## config.mk

```make
export PLATFORM = sky130hd
export DESIGN_NAME = clock_setter
export DESIGN_NICKNAME = d
export VERILOG_FILES = /design/src/rtl/clock_setter_pkg.sv /design/src/rtl/key_debounce.sv /design/src/rtl/clock_setter.sv
export SDC_FILE = /design/constraint.sdc
export NUM_CORES = 1
export LEC_CHECK = 0
export BUFFER_PORTS_ARGS = -buffer_cell sky130_fd_sc_hd__buf_4
export CAP_MARGIN = 40
export CORE_MARGIN = 1
export CORE_UTILIZATION = 35
export CTS_CLUSTER_DIAMETER = 30
export CTS_CLUSTER_SIZE = 20
export DETAILED_ROUTE_END_ITERATION = 8
export SLEW_MARGIN = 20
export SYNTH_ARGS = -nofsm -noshare
export SYNTH_HDL_FRONTEND = slang
export SYNTH_SLANG_ARGS = --single-unit
```

## constraint.sdc

```tcl
create_clock -name CLK -period 5 [get_ports CLK]
set_input_delay 0.75 -clock CLK [delete_from_list [all_inputs] [get_ports CLK]]
set_output_delay 0.75 -clock CLK [all_outputs]
set_load 0.1 [all_outputs]
```

## src/rtl/clock_setter_pkg.sv

```systemverilog
// rtl/clock_setter_pkg.sv - shared state, key index, field mask and BCD constants
package clock_setter_pkg;

  typedef enum logic [1:0] {
    RUN      = 2'd0,
    EDIT_MIN = 2'd1,
    EDIT_SEC = 2'd2
  } state_t;

  localparam int K_MODE = 0;
  localparam int K_SEL  = 1;
  localparam int K_INC  = 2;
  localparam int K_DEC  = 3;

  localparam logic [3:0] SEL_MIN  = 4'b1100;
  localparam logic [3:0] SEL_SEC  = 4'b0011;
  localparam logic [3:0] SEL_NONE = 4'b0000;

  localparam logic [7:0] BCD_FIELD_MAX = 8'h59;

endpackage

```

## src/rtl/key_debounce.sv

```systemverilog
// rtl/key_debounce.sv - two-flop synchroniser, debounce counter and press event for one key
module key_debounce #(
  parameter int DEBOUNCE_CYCLES = 1000000,
  parameter int DB_W            = 20
) (
  input  logic clk,
  input  logic rst,
  input  logic key,
  output logic press
);

  localparam logic [DB_W-1:0] CNT_LAST = DB_W'(DEBOUNCE_CYCLES - 1);

  logic            sync1;
  logic            sync2;
  logic            level;
  logic            level_d;
  logic [DB_W-1:0] cnt;

  // Synchroniser resets to the released level so no false press follows reset.
  always_ff @(posedge clk) begin
    if (rst) begin
      sync1   <= 1'b1;
      sync2   <= 1'b1;
      level   <= 1'b1;
      level_d <= 1'b1;
      cnt     <= '0;
      press   <= 1'b0;
    end else begin
      sync1   <= key;
      sync2   <= sync1;
      level_d <= level;
      press   <= level_d & ~level;
      if (sync2 == level) begin
        cnt <= '0;
      end else if (cnt == CNT_LAST) begin
        level <= ~level;
        cnt   <= '0;
      end else begin
        cnt <= cnt + DB_W'(1);
      end
    end
  end

endmodule

```

## src/rtl/clock_setter.sv

```systemverilog
// rtl/clock_setter.sv - push-button MM:SS time-setting front end for the counter chain
module clock_setter
  import clock_setter_pkg::*;
#(
  parameter int DEBOUNCE_CYCLES = 1000000,
  parameter int DB_W            = 20
) (
  input  logic        CLK,
  input  logic        RST,
  input  logic [3:0]  KEY,
  input  logic [15:0] CUR_DIGITS,
  output logic [15:0] SET_DIGITS,
  output logic        LOAD,
  output logic        RUN_EN,
  output logic [3:0]  EDIT_SEL
);

  function automatic logic [7:0] bcd_sanitize(input logic [7:0] f);
    if (f[7:4] > BCD_FIELD_MAX[7:4] || f[3:0] > 4'd9) return 8'h00;
    return f;
  endfunction

  function automatic logic [7:0] bcd_inc(input logic [7:0] f);
    logic [3:0] tens;
    logic [3:0] units;
    tens  = f[7:4];
    units = f[3:0];
    if (f == BCD_FIELD_MAX) return 8'h00;
    if (units == 4'd9) begin
      units = 4'd0;
      tens  = tens + 4'd1;
    end else begin
      units = units + 4'd1;
    end
    return {tens, units};
  endfunction

  function automatic logic [7:0] bcd_dec(input logic [7:0] f);
    logic [3:0] tens;
    logic [3:0] units;
    tens  = f[7:4];
    units = f[3:0];
    if (f == 8'h00) return BCD_FIELD_MAX;
    if (units == 4'd0) begin
      units = 4'd9;
      tens  = tens - 4'd1;
    end else begin
      units = units - 4'd1;
    end
    return {tens, units};
  endfunction

  logic [3:0]  press;
  logic        ev_mode;
  logic        ev_sel;
  logic        ev_inc;
  logic        ev_dec;
  state_t      state;
  state_t      state_n;
  logic [15:0] set_q;
  logic [15:0] set_n;
  logic        load_q;
  logic        load_n;

  for (genvar i = 0; i < 4; i++) begin : g_key
    key_debounce #(
      .DEBOUNCE_CYCLES(DEBOUNCE_CYCLES),
      .DB_W           (DB_W)
    ) u_db (
      .clk  (CLK),
      .rst  (RST),
      .key  (KEY[i]),
      .press(press[i])
    );
  end

  // Only the highest-priority event of a cycle survives.
  always_comb begin
    ev_mode = press[K_MODE];
    ev_sel  = press[K_SEL] & ~press[K_MODE];
    ev_inc  = press[K_INC] & ~press[K_MODE] & ~press[K_SEL];
    ev_dec  = press[K_DEC] & ~press[K_MODE] & ~press[K_SEL] & ~press[K_INC];
  end

  always_ff @(posedge CLK) begin
    if (RST) begin
      state  <= RUN;
      set_q  <= 16'h0000;
      load_q <= 1'b0;
    end else begin
      state  <= state_n;
      set_q  <= set_n;
      load_q <= load_n;
    end
  end

  always_comb begin
    state_n = state;
    set_n   = set_q;
    load_n  = 1'b0;
    case (state)
      RUN: begin
        if (ev_mode) begin
          set_n   = {bcd_sanitize(CUR_DIGITS[15:8]), bcd_sanitize(CUR_DIGITS[7:0])};
          state_n = EDIT_MIN;
        end
      end
      EDIT_MIN: begin
        if (ev_mode) begin
          state_n = RUN;
          load_n  = 1'b1;
        end else if (ev_sel) begin
          state_n = EDIT_SEC;
        end else if (ev_inc) begin
          set_n[15:8] = bcd_inc(set_q[15:8]);
        end else if (ev_dec) begin
          set_n[15:8] = bcd_dec(set_q[15:8]);
        end
      end
      EDIT_SEC: begin
        if (ev_mode) begin
          state_n = RUN;
          load_n  = 1'b1;
        end else if (ev_sel) begin
          state_n = EDIT_MIN;
        end else if (ev_inc) begin
          set_n[7:0] = bcd_inc(set_q[7:0]);
        end else if (ev_dec) begin
          set_n[7:0] = bcd_dec(set_q[7:0]);
        end
      end
      default: state_n = RUN;
    endcase
  end

  always_comb begin
    SET_DIGITS = set_q;
    LOAD       = load_q;
    RUN_EN     = (state == RUN);
    case (state)
      EDIT_MIN: EDIT_SEL = SEL_MIN;
      EDIT_SEC: EDIT_SEL = SEL_SEC;
      default:  EDIT_SEL = SEL_NONE;
    endcase
  end

endmodule
```

==> results.toml, run 1 <==
[route]
antenna_left = 0
dr_total_vias = 4655
drcViolationCount = 0
routed_via_density = 4.90
drtIter0Drc = 280
first_pass_iters = 8
wl_per_cell_um = 12.3
totalWireLength_mm = 11.7

[synthesis]
synth-seq-cells = 119
seq_area_frac_synth_pct = 39.8
synth_edf_count = 0
synthArstFlopShare_pct = 0
syn_area_um2 = 5990
syn_inst = 684
synth_area_per_cell_um2 = 8.75
syn-num-nets = 730
synthTopCellsByCount = "dfxtp_1, nor2_1, xor2_1"
synth_most_common_cell = "dfxtp_1"
yosysTopAreaCellShare_pct = 39.8
yosysTopAreaCell = "dfxtp_1"
yosysWarnings = 0
ys_top_cells_by_area = "dfxtp_1, xor2_1, nor2_1"
synth.distinct_cells = 58
synthFlopType = "dfxtp_1"

[timing]
finalSetupViolCount = 0
timing.final.crit_share_pct = 52.2
worst_pin_slew_ns = 0.783
relSlewSlack_pct = 47.7
period_minus_slack_ns = 2.61
tns_ns = 0
maxSlewViolCount = 0
final_hold_viol_count = 0
max_freq_mhz = 383
final.setup_skew_ns = 0.00971
rsz0062_at_grt = "false"
hold_slack_ns = 0.406

[floorplanning]
initial_core_util_pct = 36.0
dieWidth_um = 133
die_area_um2 = 17600
rows = 47
num_io_pins = 44
fp.dieH_um = 133
coreArea_um2 = 16600

[cts]
clockRootBuffer = "clkbuf_16"
clkSlewWorstSetupHoldPaths_ns = 0.05
ctsHoldBuffers = 0
post_cts_resized = 0
cts_buffers = 17
cts_tree = "yes"
clock-sinks = 119
clockBufferDepth = 2
cts_max_level = 4
clk_latency_ns = 0.41
cts_setup_buffers = 0

[critical_path]
start_kind = "flop"
path_class = "reg2out"
worstPathArrival_ns = 1.86
cp-end-kind = "output port"
critPathRequiredTime_ns = 4.25
cp_max_fo = 18

[outcome]
outcome = "finished clean"

[final_layout]
syn2layout_area_growth_pct = 16.7
final_cell_count_no_fill = 950
final_core_util_pct = 42.0
nNetsFinal = 764
stdcell_area_um2 = 6980
drive_above_1_share_pct = 14.4
diodes = 0
fillers = 1699

[global_route]
grt.total_usage_pct = 14.2
antenna_found_initial = 0
grt_max_degree = 40
grt_pass1_wl_mm = 20.6
grt_pass1_vias = 4483
grt.overflow.total = 0

[hold_path]
hold_class = "reg2reg"

[place]
routabilityCongestion = 0.797
placed_cell_area_um2 = 6420
dp_hpwl_mm = 7.86
port_buffers = 43
dp.cells = 919

[power]
vdd_drop_max_mv = 0.262
cellLeakagePower_nw = 2.44
p_per_area_nw_per_um2 = 307

[run]
maxCapViolCount = 0
-- worst max-delay path, stage by stage, from the launching register on --
cell	delay (ns)
dfxtp_1	0.34
inv_1	0.09
ha_1	0.60
buf_4	0.41
-- state kept, by name, indices dropped and copies added, names as in the netlist --
signal / flops
SET_DIGITS: 16
g_key.u_db.cnt: 80
g_key.u_db.sync1: 4
g_key.u_db.level_d: 4
g_key.u_db.sync2: 4
state: 2
g_key.u_db.press: 4
LOAD: 1
g_key.u_db.level: 4
-- final timing paths --
path / from / slack (ns) / end / cells past startpoint
setup / recovery: state[0] / 2.39 / EDIT_SEL[1] / 3
hold / removal: g_key[3].u_db.level_d / 0.41 / g_key[3].u_db.press / 2
setup reg to reg: state[1] / 2.54 / SET_DIGITS[14] / 7
hold reg to reg: g_key[3].u_db.level_d / 0.41 / g_key[3].u_db.press / 2
-- metrics by stage --
stage	total power [mW]	worst slack, ns
2_1_floorplan	0.995	2.33
3_3_place_gp	1.01	2.65
3_5_place_dp	1.01	2.56
4_1_cts	2.17	2.37
5_1_grt	2.22	2.25
6_report	2.14	2.39
-- cells in the final DEF, fill, tap and decap left out, types with 6 or more instances in the layout --
| master | instances |
|---|---|
| nand2_1 | 43 |
| a31oi_1 | 6 |
| clkbuf_16 | 17 |
| o21ai_0 | 13 |
| xor2_1 | 56 |
| inv_1 | 27 |
| a21oi_1 | 9 |
| nor2_1 | 118 |
| nand4_1 | 16 |
| a211oi_1 | 9 |
| buf_4 | 43 |
| or2_2 | 15 |
| nand3_1 | 46 |
| and4_1 | 9 |
| nor4_1 | 8 |
| nand2b_1 | 7 |
| nor3_1 | 13 |
| ha_1 | 24 |
| dfxtp_1 | 119 |
| and3_1 | 11 |
| xnor2_1 | 25 |
| nor2b_1 | 7 |
-- power by group --
| group | total (mW) | switching, mW | leakage, nW | internal [mW] |
|---|---|---|---|---|
| Combinational | 0.0381 | 0.0199 | 1.21 | 0.0182 |
| Clock | 1.15 | 0.451 | 0.270 | 0.699 |
| Sequential | 0.955 | 0.00219 | 0.961 | 0.953 |
-- final cells by class --
class / instances / area [um2] / area share, %
inverters: 27 / 101 / 1.45
clock buffers: 18 / 439 / 6.29
repair buffers: 43 / 323 / 4.62
multi-input cells: 510 / 3340 / 47.8
well taps: 220 / 275 / 3.94
flip-flops and latches: 119 / 2380 / 34.1
clock inverters: 13 / 124 / 1.77
-- logic make-up (layout without fill, tap and decap cells) --
logic type	after synthesis	in the layout	share of synthesized area [%]
xor gates and xnor gates	81	81	11.9
adders and majority gates	24	24	5.02
buffers and inverters	55	101	4.43
DFF	119	119	39.8
and+or+nand+nor	321	321	27.6
AOI/OAI and AO/OA	84	84	11.3
-- per-layer routing --
metal	global-route usage, %	up-vias	share of wire, %
li1	-	2451	-
met1	18.6	2115	52
met2	22.3	73	43
met3	3.49	16	3.9
met4	5.56	0	1.0
met5	0	-	0
Power figures use the tool's default switching activity.
==> run 2, diff against run 1 <==
==> constraint.sdc (replaced) <==
create_clock -name CLK -period 2.7 [get_ports CLK]
set_input_delay 0.405 -clock CLK [delete_from_list [all_inputs] [get_ports CLK]]
set_output_delay 0.405 -clock CLK [all_outputs]
set_load 0.1 [all_outputs]
==> run 2 against run 1 <==
Against the previous run: sequential share of layout area fell by 0.37 points; clock power increased by 90%; first-iteration DRC count is 20% lower; hold slack got worse by 0.23 ns; register-to-register slack worse by 2.0 ns; cell count increased by 0.84%; sequential power rose by 85%; final area increased by 1.1%; sequential cell count did not move; worst setup slack worse by 1.9 ns; largest power group unchanged.
==> results.toml, run 2 (synthesized netlist as in run 1, its figures left out) <==
[route]
drcViolationCount = 0
antenna_left = 0
dr_total_vias = 4698
totalWireLength_mm = 11.6
wl_per_cell_um = 12.1
first_pass_iters = 6
drtIter0Drc = 223
routed_via_density = 4.90

[timing]
setup_slack_ns = 0.492
period_minus_slack_ns = 2.21
timing.final.crit_share_pct = 81.8
maxSlewViolCount = 0
rsz0062_at_grt = "false"
max_freq_mhz = 453
hold_slack_ns = 0.175
final_hold_viol_count = 0
final.setup_skew_ns = 0.00647
finalSetupViolCount = 0
tns_ns = 0
relSlewSlack_pct = 59.0
worst_pin_slew_ns = 0.610

[cts]
clock-sinks = 119
post_cts_resized = 0
clkSlewWorstSetupHoldPaths_ns = 0.05
cts_max_level = 4
clockBufferDepth = 2
cts_setup_buffers = 0
ctsHoldBuffers = 0
cts_tree = "yes"
clk_latency_ns = 0.41
clockRootBuffer = "clkbuf_16"
cts_buffers = 17

[place]
port_buffers = 43
dp_hpwl_mm = 7.86
post-place-ws_ns = 0.488
routabilityCongestion = 0.800

[critical_path]
critPathRequiredTime_ns = 2.98
r2r_cells = 7
path_class = "reg2reg"
cp_max_fo = 7
start_kind = "flop"
cp-end-kind = "flop"
worstPathArrival_ns = 2.49

[final_layout]
largest_register_ffs = 80
diodes = 0
drive_above_1_share_pct = 15.2
final_common_cell = "dfxtp_1"
final_core_util_pct = 42.4
final_cell_mix = "dfxtp_1, nor2_1, xor2_1"
max_flop_register = "g_key.u_db.cnt"
nNetsFinal = 772
syn2layout_area_growth_pct = 18.0

[floorplanning]
coreArea_um2 = 16600
dieWidth_um = 133
rows = 47
fp.dieH_um = 133
initial_core_util_pct = 36.0
die_area_um2 = 17600
num_io_pins = 44

[global_route]
antenna_found_initial = 0
grt_max_degree = 40
grt_pass1_vias = 4413
grt_pass1_wl_mm = 20.4
grt.overflow.total = 0
grt.total_usage_pct = 14.1

[outcome]
outcome = "finished clean"

[power]
vdd_drop_max_mv = 0.435
cellLeakagePower_nw = 2.49
p_per_area_nw_per_um2 = 571

[run]
maxCapViolCount = 0

[hold_path]
hold_class = "in2reg"
hold_depth = 2
-- run 2: cell types whose count changed in the layout (fill, tap and decap cells not counted), sizes merged --
| cell | delta |
|---|---|
| inv | -2 |
| buf | +8 |
| bufinv | +1 |
| clkinv | -1 |
| clkbuf | +2 |
-- run 2: area by class of cell --
type / instances / area (um2)
well taps: 220 / 275
flip-flops and latches: 119 / 2380
clock inverters: 11 / 124
clock buffers: 20 / 457
repair buffers: 51 / 383
inverters: 27 / 101
multi-input cells: 510 / 3340
fillers: 1670 / 9580
-- run 2: where the power goes --
group	internal [mW]	switching, mW	total (mW)
clock	1.40	0.792	2.19
combinational	0.0351	0.0371	0.0722
sequential	1.76	0.00386	1.77
total	3.20	0.833	4.03
-- run 2: layer usage --
layer | share of wire [%] | global-route usage, % | vias up | routed length (um)
met3 | 4.1 | 4.29 | 13 | 476
met2 | 45 | 22.1 | 74 | 5200
met4 | 1.0 | 4.79 | 0 | 119
met1 | 50 | 18.4 | 2147 | 5770
li1 | - | - | 2464 | -
met5 | 0 | 0 | - | 0
-- run 2: stage by stage --
stage	power [mW]	cell area, um2	cells
6_report	4.03	7060	958
5_1_grt	4.19	7060	958
3_5_place_dp	1.88	6480	927
3_3_place_gp	1.88	6480	927
4_1_cts	4.11	7060	958
2_1_floorplan	1.84	5990	684
-- run 2: worst paths after layout --
kind	startpoint	to	slack, ns
worst min-delay path	KEY[2]	g_key[2].u_db.sync1	0.18
worst max register to register	SET_DIGITS[0]	SET_DIGITS[4]	0.49
worst min register to register	g_key[2].u_db.sync1	g_key[2].u_db.sync2	0.41
worst max-delay path	SET_DIGITS[0]	SET_DIGITS[4]	0.49
-- run 2: worst max-delay path, stage by stage (launching register included) --
cell and delay, ns:
dfxtp_1 0.36, inv_1 0.17, ha_1 0.27, or3b_4 0.43, o32ai_1 0.35, o21ai_2 0.18
a221oi_1 0.24, a211oi_1 0.08
